**config.mk**
```make
export PLATFORM = sky130hd
export DESIGN_NAME = div_ratio_feeder
export DESIGN_NICKNAME = d
export VERILOG_FILES = /design/src/rtl/div_ratio_pkg.sv /design/src/rtl/div_ratio_feeder_sat_abs.sv /design/src/rtl/div_ratio_feeder.sv
export SDC_FILE = /design/constraint.sdc
export NUM_CORES = 1
export LEC_CHECK = 0
export BUFFER_PORTS_ARGS = -buffer_cell sky130_fd_sc_hd__buf_4
export CORE_MARGIN = 2
export CORE_UTILIZATION = 55
export DETAILED_ROUTE_END_ITERATION = 10
export GPL_TIMING_DRIVEN = 0
export PLACE_DENSITY_LB_ADDON = 0.25
export SLEW_MARGIN = 5
export SYNTH_ARGS = -nofsm -noshare
export SYNTH_HDL_FRONTEND = slang
export SYNTH_SLANG_ARGS = --single-unit
```
**constraint.sdc**
```tcl
create_clock -name clk -period 3.5 [get_ports clk]
set_input_delay 0.175 -clock clk [delete_from_list [all_inputs] [get_ports clk]]
set_output_delay 0.175 -clock clk [all_outputs]
set_load 0.02 [all_outputs]
```
**src/rtl/div_ratio_pkg.sv**
```systemverilog
// Shared definitions for the divider ratio feeder: state encoding, octant
// bit positions and the ratio saturation constant.
package div_ratio_pkg;

    typedef logic [1:0] state_t;

    // Plain constants rather than an enum so that older tools can still read them.
    localparam state_t IDLE = 2'd0;
    localparam state_t LOAD = 2'd1;
    localparam state_t WAIT = 2'd2;
    localparam state_t HOLD = 2'd3;

    localparam int OCT_SIGN_I = 2;
    localparam int OCT_SIGN_Q = 1;
    localparam int OCT_SWAP   = 0;

    // Ratio of 1.0 in Q1.frac_bits, which is also the largest legal ratio.
    function automatic int unsigned ratio_sat(input int unsigned frac_bits);
        return 32'd1 << frac_bits;
    endfunction

endpackage

```
**src/rtl/div_ratio_feeder_sat_abs.sv**
```systemverilog
// Combinational saturating absolute value: the most negative input maps to
// the largest positive magnitude so the result always fits in WIDTH-1 bits.
module sat_abs #(
    parameter int WIDTH = 16
) (
    input  logic [WIDTH-1:0] x,
    output logic [WIDTH-2:0] mag
);

    logic [WIDTH-2:0] neg_low;

    assign neg_low = ~x[WIDTH-2:0] + (WIDTH-1)'(1);

    always_comb begin
        mag = x[WIDTH-2:0];
        if (x[WIDTH-1]) begin
            if (x[WIDTH-2:0] == '0) begin
                mag = '1;
            end else begin
                mag = neg_low;
            end
        end
    end

endmodule

```
**src/rtl/div_ratio_feeder.sv**
```systemverilog
// Folds I/Q into the first octant, drives the multi-cycle divider and hands a
// Q1.FRAC_BITS ratio plus octant code downstream. Define DIV_RATIO_ROUND_EN
// for round-to-nearest; otherwise the quotient is truncated.
module div_ratio_feeder
    import div_ratio_pkg::*;
#(
    parameter int SAMPLE_WIDTH   = 16,
    parameter int DIVIDEND_WIDTH = 32,
    parameter int DIVISOR_WIDTH  = 16,
    parameter int FRAC_BITS      = 15,
    parameter int DIV_LATENCY    = 34
) (
    input  logic                      clk,
    input  logic                      rst_n,
    input  logic                      in_valid,
    output logic                      in_ready,
    input  logic [SAMPLE_WIDTH-1:0]   in_i,
    input  logic [SAMPLE_WIDTH-1:0]   in_q,
    output logic                      div_start,
    output logic [DIVIDEND_WIDTH-1:0] div_dividend,
    output logic [DIVISOR_WIDTH-1:0]  div_divisor,
    input  logic [DIVIDEND_WIDTH-1:0] div_quotient,
    input  logic [DIVISOR_WIDTH-1:0]  div_remainder,
    input  logic                      div_overflow,
    output logic                      out_valid,
    input  logic                      out_ready,
    output logic [FRAC_BITS:0]        out_ratio,
    output logic [2:0]                out_octant,
    output logic                      out_zero
);

    localparam int MAG_W = SAMPLE_WIDTH - 1;
    localparam int CNT_W = $clog2(DIV_LATENCY + 1);
    localparam logic [DIVIDEND_WIDTH:0] SAT_Q = (DIVIDEND_WIDTH + 1)'(ratio_sat(FRAC_BITS));

    logic [SAMPLE_WIDTH-1:0] samp [2];
    logic [MAG_W-1:0]        mag  [2];

    assign samp[0] = in_i;
    assign samp[1] = in_q;

    generate
        for (genvar gi = 0; gi < 2; gi++) begin : g_abs
            sat_abs #(.WIDTH(SAMPLE_WIDTH)) u_sat_abs (
                .x   (samp[gi]),
                .mag (mag[gi])
            );
        end
    endgenerate

    logic             swap;
    logic [MAG_W-1:0] min_mag;
    logic [MAG_W-1:0] max_mag;

    assign swap    = mag[1] > mag[0];
    assign min_mag = swap ? mag[0] : mag[1];
    assign max_mag = swap ? mag[1] : mag[0];

    state_t                    state_q, state_d;
    logic [CNT_W-1:0]          counter_q, counter_d;
    logic                      in_ready_q, in_ready_d;
    logic                      div_start_q, div_start_d;
    logic [DIVIDEND_WIDTH-1:0] dividend_q, dividend_d;
    logic [DIVISOR_WIDTH-1:0]  divisor_q, divisor_d;
    logic                      out_valid_q, out_valid_d;
    logic [FRAC_BITS:0]        out_ratio_q, out_ratio_d;
    logic [2:0]                out_octant_q, out_octant_d;
    logic                      out_zero_q, out_zero_d;

    // One extra bit so a rounded all-ones quotient cannot wrap before saturation.
    logic [DIVIDEND_WIDTH:0] q_ext;
    logic [FRAC_BITS:0]      ratio_cap;

`ifdef DIV_RATIO_ROUND_EN
    logic [DIVISOR_WIDTH:0] rem_x2;
    logic                   round_up;

    assign rem_x2   = {div_remainder, 1'b0};
    assign round_up = rem_x2 >= {1'b0, divisor_q};
    assign q_ext    = {1'b0, div_quotient} + (DIVIDEND_WIDTH + 1)'(round_up);
`else
    logic unused_rem;

    assign unused_rem = ^div_remainder;
    assign q_ext      = {1'b0, div_quotient};
`endif

    assign ratio_cap = (div_overflow || (q_ext > SAT_Q)) ? SAT_Q[FRAC_BITS:0] : q_ext[FRAC_BITS:0];

    always_comb begin
        state_d      = state_q;
        counter_d    = counter_q;
        in_ready_d   = in_ready_q;
        div_start_d  = 1'b0;
        dividend_d   = dividend_q;
        divisor_d    = divisor_q;
        out_valid_d  = out_valid_q;
        out_ratio_d  = out_ratio_q;
        out_octant_d = out_octant_q;
        out_zero_d   = out_zero_q;

        case (state_q)
            IDLE: begin
                in_ready_d = 1'b1;
                if (in_valid && in_ready_q) begin
                    state_d                  = LOAD;
                    in_ready_d               = 1'b0;
                    dividend_d               = DIVIDEND_WIDTH'(min_mag) << FRAC_BITS;
                    divisor_d                = DIVISOR_WIDTH'(max_mag);
                    div_start_d              = (max_mag != '0);
                    out_octant_d[OCT_SIGN_I] = in_i[SAMPLE_WIDTH-1];
                    out_octant_d[OCT_SIGN_Q] = in_q[SAMPLE_WIDTH-1];
                    out_octant_d[OCT_SWAP]   = swap;
                end
            end
            LOAD: begin
                if (divisor_q == '0) begin
                    state_d     = HOLD;
                    out_ratio_d = '0;
                    out_zero_d  = 1'b1;
                    out_valid_d = 1'b1;
                end else begin
                    state_d   = WAIT;
                    counter_d = '0;
                end
            end
            WAIT: begin
                counter_d = counter_q + CNT_W'(1);
                if (counter_q == CNT_W'(DIV_LATENCY - 1)) begin
                    state_d     = HOLD;
                    out_ratio_d = ratio_cap;
                    out_zero_d  = 1'b0;
                    out_valid_d = 1'b1;
                end
            end
            HOLD: begin
                if (out_ready) begin
                    state_d     = IDLE;
                    out_valid_d = 1'b0;
                    in_ready_d  = 1'b1;
                end
            end
            default: begin
                state_d = IDLE;
            end
        endcase
    end

    always_ff @(posedge clk or negedge rst_n) begin
        if (!rst_n) begin
            state_q      <= IDLE;
            counter_q    <= '0;
            in_ready_q   <= 1'b0;
            div_start_q  <= 1'b0;
            dividend_q   <= '0;
            divisor_q    <= '0;
            out_valid_q  <= 1'b0;
            out_ratio_q  <= '0;
            out_octant_q <= '0;
            out_zero_q   <= 1'b0;
        end else begin
            state_q      <= state_d;
            counter_q    <= counter_d;
            in_ready_q   <= in_ready_d;
            div_start_q  <= div_start_d;
            dividend_q   <= dividend_d;
            divisor_q    <= divisor_d;
            out_valid_q  <= out_valid_d;
            out_ratio_q  <= out_ratio_d;
            out_octant_q <= out_octant_d;
            out_zero_q   <= out_zero_d;
        end
    end

    assign in_ready     = in_ready_q;
    assign div_start    = div_start_q;
    assign div_dividend = dividend_q;
    assign div_divisor  = divisor_q;
    assign out_valid    = out_valid_q;
    assign out_ratio    = out_ratio_q;
    assign out_octant   = out_octant_q;
    assign out_zero     = out_zero_q;

endmodule

```
Yosys cells after proc, flatten, opt, wreduce, memory -nomap -nowiden
Index checks and enable logic that the tools add are counted.
W data, S select, Z words.
{ "op_classes": {"n_reduce_logical": 16, "order_cmp": 2, "mux": 28, "n_eq_ne": 9, "n_bitwise": 2, "addsub": 3} }
{ "op_table": {"columns": ["op", "n"], "rows": [
  ["$mux W15", 6],
  ["$mux W16", 3],
  ["$gt A32 B16 Y1 const B", 1],
  ["$pmux W16 S2", 1],
  ["$add A15 B1 Y15 const B", 2],
  ["$logic_not A15 Y1", 2],
  ["$not A15 Y15", 2],
  ["$logic_not A16 Y1", 1],
  ["$gt A15 B15 Y1", 1],
  ["$reduce_bool A15 Y1", 1],
  ["$pmux W6 S2", 1],
  ["$ne A2 B2 Y1 const B", 5],
  ["$mux W1", 9],
  ["$pmux W2 S4", 1],
  ["$add A6 B1 Y6 const B", 1],
  ["$eq A6 B6 Y1 const B", 1],
  ["$mux W2", 3],
  ["$mux W6", 1],
  ["$reduce_and A2 Y1", 3],
  ["$reduce_and A3 Y1", 2],
  ["$eq A2 B2 Y1 const B", 2],
  ["$pmux W1 S2", 2],
  ["$reduce_and A4 Y1", 1],
  ["$reduce_bool A2 Y1", 2],
  ["6 further kinds", 6]
]} }
{ "word_totals": {"regBits": 61, "out_inout_bits": 71, "in_bits": 85} }

Depth between registers and ports, before layout
Gate-level depths: netlist of run 1.
{ "logic_depth": {"ltp_word": 9, "depth_mapped": 17, "ltp_nobuf": 15} }

Modules after synthesis
A second synthesis of run 1 with hierarchy kept.
{ "hier_totals": {"cells_unflattened": 467, "hier_area_um2": 4299.1} }
{ "modules_own_cells": {"columns": ["module", "cells_each", "area_each_um2", "seq_area_each_um2", "n_inst"], "rows": [
  ["div_ratio_feeder", 347, 3448.3, 1526.5, 1],
  ["sat_abs", 60, 425.4, 0.0, 2]
]} }

Least setup slack after synthesis of run 1
Ideal clock, no wire load.
{ "synth_timing": {"kind": "input to register", "startpoint": "input in_q[0]", "endpoint": "register dividend_q[25] (netlist: div_dividend[25])", "slack_ps": -158, "required_time_ps": 3363, "n_path_buf": 2, "path_stages": 16, "arrival_time_ps": 3521, "path_cell_list": "inv_1 ha_1 or4b_4 or3_4 o31ai_4 mux2i_1 ha_1 a21o_1 a21o_1 a221oi_1 nand2_1 o211ai_1 buf_4 buf_6 mux2i_1 a21oi_1"} }
{ "synth_between": {"elab_chain_len": 6, "elab_cells_between_ends": 7, "classes_between": "add/sub (1); order compare (1); mux (3); bitwise (1); reduce/logical (1)"} }
{ "synth_lines": {"columns": ["item", "line", "source"], "rows": [
  ["from (decl)", "div_ratio_feeder.sv:18", "input logic [SAMPLE_WIDTH-1:0] in_q,"],
  ["$not A15 Y15", "div_ratio_feeder_sat_abs.sv:12", "assign neg_low = ~x[WIDTH-2:0] + (WIDTH-1)'(1);"],
  ["$add A15 B1 Y15", "div_ratio_feeder_sat_abs.sv:12", null],
  ["$mux W15", "div_ratio_feeder_sat_abs.sv:17", "if (x[WIDTH-2:0] == '0) begin"],
  ["$mux W15 *", "div_ratio_feeder_sat_abs.sv:16", "if (x[WIDTH-1]) begin"],
  ["$gt A15 B15 Y1", "div_ratio_feeder.sv:55", "assign swap = mag[1] > mag[0];"],
  ["$mux W15 *", "div_ratio_feeder.sv:56", "assign min_mag = swap ? mag[0] : mag[1];"],
  ["to (signal assigned)", "div_ratio_feeder.sv:166", "dividend_q <= dividend_d;"],
  ["to (decl)", "div_ratio_feeder.sv:63", "logic [DIVIDEND_WIDTH-1:0] dividend_q, dividend_d;"]
]} }
Mark *: on every way between the ends. The rest lies on a longest branch, timed or not.
A chain may end at the register's enable or synchronous reset.

Final worst setup path of run 1
{ "layout_timing": {"startpoint": "input in_q[0]", "endpoint": "register div_start_q (netlist: div_start)"} }
{ "layout_between": {"elab_chain_len": 9, "elab_cells_between_ends": 10, "classes_between": "add/sub (1); order compare (1); mux (5); bitwise (1); reduce/logical (2)"} }
{ "layout_lines": {"columns": ["item", "line", "source"], "rows": [
  ["$not A15 Y15", "div_ratio_feeder_sat_abs.sv:12", null],
  ["$add A15 B1 Y15", "div_ratio_feeder_sat_abs.sv:12", null],
  ["$mux W15", "div_ratio_feeder_sat_abs.sv:17", null],
  ["$mux W15 *", "div_ratio_feeder_sat_abs.sv:16", null],
  ["$gt A15 B15 Y1", "div_ratio_feeder.sv:55", null],
  ["$mux W15 *", "div_ratio_feeder.sv:57", "assign max_mag = swap ? mag[1] : mag[0];"],
  ["$reduce_bool A15 Y1 *", "div_ratio_feeder.sv:110", "div_start_d = (max_mag != '0);"],
  ["$mux W1 *", "div_ratio_feeder.sv:105", "if (in_valid && in_ready_q) begin"],
  ["$mux W1 *", "div_ratio_feeder.sv:102", "case (state_q)"],
  ["via div_start_d", "div_ratio_feeder.sv:62", "logic div_start_q, div_start_d;"],
  ["to (signal assigned)", "div_ratio_feeder.sv:165", "div_start_q <= div_start_d;"],
  ["to (decl)", "div_ratio_feeder.sv:62", null]
]} }
Mark *: on every way through the listed nets, which the timed path passes. The rest lies on a longest branch.

==> metrics.cfg, run 1 <==
[hold_path]
source_of_the_worst_hold_timing_path = div_quotient[7]
hold_path.class = input pin to flop

[placed_design]
finalWeightedCongestion = 0.939
placed_cell_area_um2 = 5590
count_of_port_buffers_added_during_placement = 120
placement.setup.worst_slack_ps = -722
dpl.hpwl_um = 9580

[timing]
min_period_ps = 3780
max_freq_mhz = 264
final-setup-viol-count = 32
finClkSkew_ps = 9.84
timing.final.crit_share_pct = 108
worstMarginPinSlew_ps = 771
finalWorstSetupSlack_ps = -282
timing.final.max_slew_violations = 0
rsz0062_at_grt = true
timing_hold_violations_final = 0
slew_headroom_pct = 48.6

[worst_setup_path]
crit_start = in_q[0]
critical_path.reg2reg.startpoint = div_divisor[13]
path_max_fanout = 5
crit_path_start_kind = input pin
crit_type = input pin to flop
arrival_ps = 4030
timing.critical_path.to_type = flop
worstPathRequired_ps = 3750

[global_routing]
grtUsageMet3_pct = 4.57
met2_usage_pct = 53.6
globalRoute.totalOverflow = 0
via_count_of_the_first_global_routing_pass = 4405
grt_start_max_net_pins = 62
grtUsageTotal_pct = 30.1
first_pass_grt_wire_length_um = 21100
antenna_found_initial = 0
gr-max-usage-layer = met2
gr-usage-met1_pct = 35.9

[finish]
most_common_library_cell_in_the_layout_ignoring_fill_and_taps = buf_4
drive_gt1_share_pct = 33.2
filler_cell_count = 468
postLayoutCellArea_um2 = 6330
number_of_nets_in_the_layout = 786
most-common-layout-cells = buf_4 (149), nand2_1 (67), dfrtp_1 (61)
areaGrowthSynthToFinish_pct = 42.4
number_of_antenna_repair_diodes = 0
final_core_util_pct = 81.5

[floorplanning]
floorplan.initialDensity_pct = 57.2
die_height_um = 93.9
ios = 156
floorplan.die_area_um2 = 8820
die_w_um = 93.9
rows = 32
core_region_area_um2 = 7770

[drt]
routed_wire_length_per_instance_um = 18.1
drt_pre_antenna_iters = 5
drt_iter0_drc = 370
via_per_inst = 6.03
drc = 0
vias = 4740
detail-route-antenna-nets = 0
wirelength_um = 14200

[clocking]
ctsRootBufferMaster = clkbuf_8
h-tree-depth = 3
cts-root-to-sink-buffers = 2
cts.reportedPaths.clkPinSlew_ps = 80
cts_tree = yes
insertion_delay_ps = 340
cts-buffers-inserted = 9
clock_sink_count = 61

[logic_synthesis]
yosys_register_bits = 61
synth_edf_count = 0
syn_area_per_cell_um2 = 8.75
number_of_instances_in_the_synthesized_netlist = 508
ys_warn_count = 0
synthArstFlopShare_pct = 100
synth_ff_type = dfrtp_1
syn_area_um2 = 4440
synth_cell_type_count = 61
yosysSeqAreaShare_pct = 34.3

[power_and_ir_drop]
max-vdd-ir-drop_mv = 0.264
pwr_density_cell_nw_per_um2 = 624
p_total_uw = 3950
leakage_uw = 0.00310

[run_status]
outcome = complete, but fails checks
violated_checks = setup timing

[flow_run]
number_of_maximum_capacitance_constraint_violations = 0

[layout make-up]
cell class | instances | area (µm²) | share of cell area [%]
flip-flops and latches | 61 | 1530 | 24.1
plain buffers | 39 | 253 | 3.99
clock inverters | 6 | 134 | 2.12
repair buffers | 144 | 1190 | 18.8
inverters | 25 | 119 | 1.88
well taps | 102 | 128 | 2.02
clock buffers | 10 | 138 | 2.17
multi-input cells | 399 | 2840 | 44.9
[metal layers]
layer	vias up	part of all wire [%]
met5	-	0
li1	2162	-
met3	66	7.9
met2	273	50
met1	2239	38
met4	0	4.5
[synthesized netlist by cell type (5+ instances only)]
| cell | count | area, µm² |
|---|---|---|
| o21ai_1 | 10 | 50.1 |
| and4_1 | 5 | 43.8 |
| nand4_1 | 11 | 68.8 |
| nand3_1 | 10 | 50.1 |
| buf_4 | 19 | 143 |
| nor4_1 | 12 | 75.1 |
| a21oi_1 | 20 | 100 |
| dfrtp_1 | 61 | 1530 |
| nor2_1 | 32 | 120 |
| inv_1 | 25 | 93.8 |
| xor2_1 | 10 | 87.6 |
| xnor2_1 | 7 | 61.3 |
| o21ai_0 | 30 | 150 |
| mux2i_1 | 34 | 340 |
| clkbuf_1 | 14 | 52.6 |
| a21o_1 | 5 | 37.5 |
| nor3b_1 | 5 | 37.5 |
| nor3_1 | 14 | 70.1 |
| and3_1 | 5 | 31.3 |
| ha_1 | 22 | 275 |
| a22o_1 | 16 | 140 |
| nand2_1 | 67 | 251 |
[flip-flops by register name, indices dropped and copies added (netlist names)]
name and count:
out_valid 1, out_ratio 16, out_zero 1, div_divisor 15, div_dividend 15, in_ready 1
div_start 1, state_q 2, counter_q 6, out_octant 3
[metrics by stage]
stage                     instances  hold slack (ps)  TNS (ps)
after floorplan                 525             -121      -819
after global placement          747              289    -17260
after detailed placement        747              294    -20950
after CTS                       777             59.9     -1440
after global routing            786             71.6     -5600
final                           786             71.1     -5860
[power breakdown]
group / switching [µW] / internal, µW / leakage (µW)
Combinational: 1120 / 840 / 0.00219
Clock: 289 / 565 / 0.000136
Sequential: 203 / 933 / 0.000775
Total: 1610 / 2340 / 0.00310
[worst max-delay path, stage by stage]
cell      delay, ps
buf_12          110
clkinv_8         40
ha_4            120
or4b_4          470
or3_4           420
buf_4           150
a31oi_2         390
ha_1            330
a21oi_1         170
o21ai_0         150
a221oi_2        360
nand2_1          90
o211ai_1        220
buf_6           170
buf_12          110
buf_8           100
buf_12          110
nand2_1          80
o22ai_2         260
[what timing repair did]
item | in CTS | in global routing
cloned | 2 | 0
gates resized for setup | 26 | 35
hold buffers | 1 | 0
hold endpoints to repair | 61 | 0
pin swaps | 10 | 9
setup endpoints to repair | 32 | 32
buffers inserted | 11 | 12
[worst paths after layout]
check,end,slack (ps),cells past startpoint
setup reg to reg,out_ratio[8],420,9
hold reg to reg,out_octant[1],480,2
max in group asynchronous,out_octant[1],2530,2
setup / recovery,div_start,-280,19
min in group asynchronous,counter_q[4],450,2
hold / removal,out_ratio[7],70,2
[cells by family after synthesis]
group	count (synthesis)	synth area share (%)
simple gates	186	21.9
other cells	1	0.0844
compound gates	121	18.7
xor+xnor	17	3.35
flops	61	34.3
fa+ha+maj	22	6.19
buf+inv	65	7.55
mux	35	7.91
Power figures use the tool's default switching activity.
==> run 2: changes to the inputs <==
--- a/config.mk
+++ b/config.mk
@@ -5,7 +5,7 @@
 export SDC_FILE = /design/constraint.sdc
 export NUM_CORES = 1
 export LEC_CHECK = 0
-export BUFFER_PORTS_ARGS = -buffer_cell sky130_fd_sc_hd__buf_4
+export BUFFER_PORTS_ARGS = -buffer_cell sky130_fd_sc_hd__buf_2
 export CORE_MARGIN = 2
 export CORE_UTILIZATION = 55
 export DETAILED_ROUTE_END_ITERATION = 10
==> constraint.sdc (replaced) <==
create_clock -name clk -period 3.5 [get_ports clk]
set_input_delay 0.175 -clock clk [delete_from_list [all_inputs] [get_ports clk]]
set_output_delay 0.175 -clock clk [all_outputs]
set_load 0.005 [all_outputs]
==> run 2 against run 1 <==
The flow still finishes with violations (setup timing). Cell count fell by 0.64%. Die area did not move. Critical path depth down 1. Flip-flop and latch count unchanged.
==> metrics.cfg, run 2 (synthesis results as in run 1) <==
[timing]
timing.final.crit_share_pct = 107
slew_headroom_pct = 50.3
finClkSkew_ps = 8.50
max_freq_mhz = 267
finalWorstSetupSlack_ps = -240
timing_hold_violations_final = 0
setup_tns_final_ps = -5850
worstMarginPinSlew_ps = 745
timing.final.max_slew_violations = 0
rsz0062_at_grt = true
min_period_ps = 3740
finalHoldWorstSlack_ps = 70.7
final-setup-viol-count = 32

[finish]
drive_gt1_share_pct = 31.7
number_of_nets_in_the_layout = 781
multiInputGateArea_um2 = 2810
number_of_antenna_repair_diodes = 0
ff_latch_area_um2 = 1530
most_common_library_cell_in_the_layout_ignoring_fill_and_taps = buf_2
postLayoutCellArea_um2 = 5890
largest_reg_flops = 16
filler_cell_count = 580
most-common-layout-cells = buf_2 (120), nand2_1 (67), dfrtp_1 (61)
areaGrowthSynthToFinish_pct = 32.6

[clocking]
cts-root-to-sink-buffers = 2
ctsRootBufferMaster = clkbuf_8
h-tree-depth = 3
cts-buffers-inserted = 9
cts_tree = yes
cts.reportedPaths.clkPinSlew_ps = 70
insertion_delay_ps = 340
clock_sink_count = 61

[worst_setup_path]
cpLargestDelayFamily = compound AO/OA/AOI/OAI gates
crit_slowest_cell = or4b_4
cp_slowest_stage_delay_ps = 470
crit_path_start_kind = input pin
worstPathRequired_ps = 3710
critical_path.n_buffers_inverters = 5
crit_path_most_repeated_cell = buf_12
crit_path_cell_trace = buf_12 > clkinv_8 > ha_4 > or4b_4 > or3_4 > o31ai_4 > mux2i_4 > ha_4 > a21o_1 > a21o_1 > a221oi_2 > nand2_1 > o211ai_1 > buf_4 > buf_12 > buf_12 > mux2i_1 > o21ai_1
arrival_ps = 3950
timing.critical_path.to_type = flop
path_depth = 18
reg2regPathDepth = 9
crit_type = input pin to flop
path_max_fanout = 6

[power_and_ir_drop]
pwr_density_cell_nw_per_um2 = 550
leakage_uw = 0.00296
p_total_uw = 3240
max-vdd-ir-drop_mv = 0.223

[drt]
detail-route-antenna-nets = 0
drt_pre_antenna_iters = 4
drc = 0
via_per_inst = 5.77
drt_iter0_drc = 219
wirelength_um = 12700
routed_wire_length_per_instance_um = 16.3
vias = 4506

[floorplanning]
core_region_area_um2 = 7770
rows = 32
floorplan.die_area_um2 = 8820
die_w_um = 93.9
die_height_um = 93.9
floorplan.initialDensity_pct = 57.2
ios = 156

[global_routing]
first_pass_grt_wire_length_um = 19700
via_count_of_the_first_global_routing_pass = 4240
grt_start_max_net_pins = 62
antenna_found_initial = 0
grtUsageTotal_pct = 28.2
globalRoute.totalOverflow = 0

[placed_design]
finalWeightedCongestion = 0.948
dpl.hpwl_um = 9360
placed_cell_area_um2 = 5290
count_of_port_buffers_added_during_placement = 120

[hold_path]
hold_path_depth = 2
hold_path.class = input pin to flop

[run_status]
outcome = complete, but fails checks
violated_checks = setup timing

[flow_run]
number_of_maximum_capacitance_constraint_violations = 0

-- run 2: cell count changes in the layout (fill, tap and decap cells not counted), moves of 3 or more --
cell       previous run  this run
bufinv_16             4         1
buf_2                 3       120
o311ai_1              1         4
o311ai_2              3         0
buf_12                8         5
nand3_1               7        10
buf_6                 6         2
buf_4               149        32
-- run 2: final timing paths --
| path | start | endpoint | slack, ps |
|---|---|---|---|
| worst max register to register | div_divisor[5] | out_ratio[14] | 540 |
| worst min register to register | out_zero | out_zero | 480 |
| max in group asynchronous | rst_n | div_dividend[16] | 2570 |
| worst max-delay path | in_q[0] | div_divisor[5] | -240 |
| worst min-delay path | div_quotient[8] | out_ratio[8] | 70 |
| min in group asynchronous | rst_n | out_valid | 440 |
-- run 2: per-layer routing --
metal / part of all wire [%] / GRT usage, % / wire length, µm / vias up
met1: 40 / 32.9 / 5100 / 2134
met3: 6.8 / 4.57 / 870 / 27
met2: 51 / 51.7 / 6430 / 191
met5: 0 / 0 / 0 / -
li1: - / - / - / 2154
met4: 2.5 / 10.6 / 320 / 0
-- run 2: cell type report --
cell class                 count  area share (%)
multi-input combinational    399            47.7
timing repair buffer         138            14.2
sequential                    61            25.9
inverter                      25            2.02
clock inverter                 5           0.998
buffer                        40            4.50
clock buffer                  11            2.57
tap                          102            2.17
-- run 2: stage by stage --
step	utilization, %	instances	setup WS, ps
6_report	75.9	781	-240
5_1_grt	75.9	781	-346
3_3_place_gp	68.1	747	-655
4_1_cts	74.0	774	-53.4
2_1_floorplan	-	525	-42.9
3_5_place_dp	68.1	747	-753
-- run 2: where the power goes --
| part | leakage, µW | internal, µW | switching (µW) |
|---|---|---|---|
| Combinational | 0.00208 | 680 | 803 |
| Sequential | 0.000775 | 933 | 176 |
| Clock | 0.000102 | 367 | 280 |
-- run 2: repair_timing --
| item | in CTS | in global routing |
|---|---|---|
| hold buffers | 0 | 1 |
| resized for setup | 28 | 22 |
| setup buffers | 9 | 6 |
| pin swaps | 10 | 3 |
| setup endpoints to repair | 32 | 32 |
| endpoints found under the hold margin | 0 | 61 |
| cloned | 2 | 0 |
==> run 3: changes to the inputs <==
--- a/config.mk
+++ b/config.mk
@@ -11,6 +11,7 @@
 export DETAILED_ROUTE_END_ITERATION = 10
 export GPL_TIMING_DRIVEN = 0
 export PLACE_DENSITY_LB_ADDON = 0.25
+export SETUP_SLACK_MARGIN = 0.2
 export SLEW_MARGIN = 5
 export SYNTH_ARGS = -nofsm -noshare
 export SYNTH_HDL_FRONTEND = slang
==> run 3 against run 2 <==
The run still ends with setup timing left. Clock power decreased by 5.4%. Clock-buffer cell count increased by 1. Die area unchanged. Non-clock buffer count increased by 2. Routed wire length increased by 0.28%. Worst hold slack improved by 14 ps. Highest routed layer unchanged.
==> metrics.cfg, run 3 (synthesis results as in run 1) <==
[worst_setup_path]
crit_path_cell_trace = buf_12 > clkinv_8 > ha_4 > or4b_4 > buf_4 > o41ai_2 > xor2_1 > nand2_1 > ha_1 > a21oi_1 > o21ai_0 > a221oi_2 > o21ai_0 > o211ai_1 > buf_6 > buf_6 > buf_16 > mux2i_1 > o21ai_1
worstPathRequired_ps = 3690
reg2regPathDepth = 9
arrival_ps = 3920
critical_path.reg2reg.startpoint = div_divisor[5]
crit_path_start_kind = input pin
cp_slowest_stage_delay_ps = 470
regToRegSetupSlack_ps = 570
timing.critical_path.to_type = flop
path_max_fanout = 7
crit_type = input pin to flop
cpLargestDelayFamily = compound AO/OA/AOI/OAI gates
path_depth = 19
r2r-end = out_ratio[13]
crit_slowest_cell = or4b_4
critical_path.n_buffers_inverters = 6

[timing]
finClkSkew_ps = 5.55
max_freq_mhz = 269
final-setup-viol-count = 31
min_period_ps = 3720
rsz0062_at_grt = true
worstMarginPinSlew_ps = 748
finalWorstSetupSlack_ps = -224
timing.final.max_slew_violations = 0
finalHoldWorstSlack_ps = 85.1
slew_headroom_pct = 50.1
setup_tns_final_ps = -4860
timing_hold_violations_final = 0
timing.final.crit_share_pct = 106

[finish]
most_common_library_cell_in_the_layout_ignoring_fill_and_taps = buf_2
number_of_nets_in_the_layout = 783
most-common-layout-cells = buf_2 (120), nand2_1 (67), dfrtp_1 (61)
areaGrowthSynthToFinish_pct = 32.5
number_of_antenna_repair_diodes = 0
postLayoutCellArea_um2 = 5890
drive_gt1_share_pct = 31.7
largest_reg_flops = 16
layoutNonFillerInstCount = 783

[clocking]
ctsRootBufferMaster = clkbuf_8
insertion_delay_ps = 330
clock_sink_count = 61
h-tree-depth = 3
cts-root-to-sink-buffers = 2
cts-buffers-inserted = 9
cts_tree = yes
cts.reportedPaths.clkPinSlew_ps = 70

[floorplanning]
die_height_um = 93.9
rows = 32
ios = 156
floorplan.initialDensity_pct = 57.2
core_region_area_um2 = 7770
die_w_um = 93.9
floorplan.die_area_um2 = 8820

[drt]
via_per_inst = 5.84
vias = 4576
drc = 0
wirelength_um = 12800
routed_wire_length_per_instance_um = 16.3
drt_iter0_drc = 303
drt_pre_antenna_iters = 5
detail-route-antenna-nets = 0

[global_routing]
grtUsageTotal_pct = 28.7
antenna_found_initial = 0
via_count_of_the_first_global_routing_pass = 4298
globalRoute.totalOverflow = 0
grt_start_max_net_pins = 62
first_pass_grt_wire_length_um = 20200

[hold_path]
source_of_the_worst_hold_timing_path = div_quotient[1]
hold_path_depth = 2
holdPathEnd = out_ratio[1]
hold_path.class = input pin to flop

[power_and_ir_drop]
pwr_density_cell_nw_per_um2 = 550
max-vdd-ir-drop_mv = 0.228
leakage_uw = 0.00297

[run_status]
outcome = complete, but fails checks
violated_checks = setup timing

[placed_design]
dpl.hpwl_um = 9300
dpl.cell_count = 747
finalWeightedCongestion = 0.912
count_of_port_buffers_added_during_placement = 120
placed_cell_area_um2 = 5290
placement.setup.worst_slack_ps = -772

[flow_run]
number_of_maximum_capacitance_constraint_violations = 0

==> run 3: timing repair <==
action | in CTS | in global routing
buffers inserted | 13 | 3
cloned | 3 | 0
pin swaps | 11 | 6
endpoints found under the hold margin | 0 | 61
resized for setup | 27 | 18
endpoints found under the setup margin | 32 | 32
hold buffers | 0 | 1
==> run 3: layer usage <==
layer / share of wire [%] / track usage (%) / vias to the layer above
li1: - / - / 2162
met1: 40 / 34.6 / 2189
met2: 52 / 51.8 / 198
met3: 6.5 / 4.82 / 27
met4: 2.2 / 9.66 / 0
met5: 0 / 0 / -
==> run 3: worst reg2reg max path, stage by stage (launching register included) <==
cell	delay (ps)
dfrtp_1	400
nor4_1	440
nand4_1	410
inv_1	130
nand2_1	210
a21o_1	240
clkbuf_1	220
nor2_1	380
buf_2	290
a22o_1	160
==> run 3: where the power goes <==
group | switching [µW] | leakage (µW) | internal [µW]
sequential | 172 | 0.000775 | 933
combinational | 826 | 0.00209 | 693
clock | 266 | 0.0000964 | 346
==> run 3: final cells by class <==
type	count	area, µm²
Clock buffer	12	145
Timing Repair Buffer	140	846
Multi-Input combinational cell	399	2810
Inverter	25	119
Sequential cell	61	1530
Buffer	40	269
Clock inverter	4	47.5
Tap cell	102	128
Fill cell	563	1880
==> run 3: how the worst max path moves through the flow <==
stage,to,start
CTS,div_dividend[23],in_q[0]
finish,div_divisor[9],in_q[0]
global placement,div_divisor[7],in_q[1]
floorplan,div_dividend[25],in_q[1]
detailed placement,div_divisor[7],in_q[1]
global route,div_dividend[23],in_q[0]
==> run 3: per-stage QoR <==
| stage | utilization, % | total power, µW |
|---|---|---|
| floorplan | - | 1900 |
| global placement | 68.1 | 2360 |
| detailed placement | 68.1 | 2420 |
| CTS | 74.1 | 3160 |
| global route | 75.8 | 3460 |
| finish | 75.8 | 3240 |
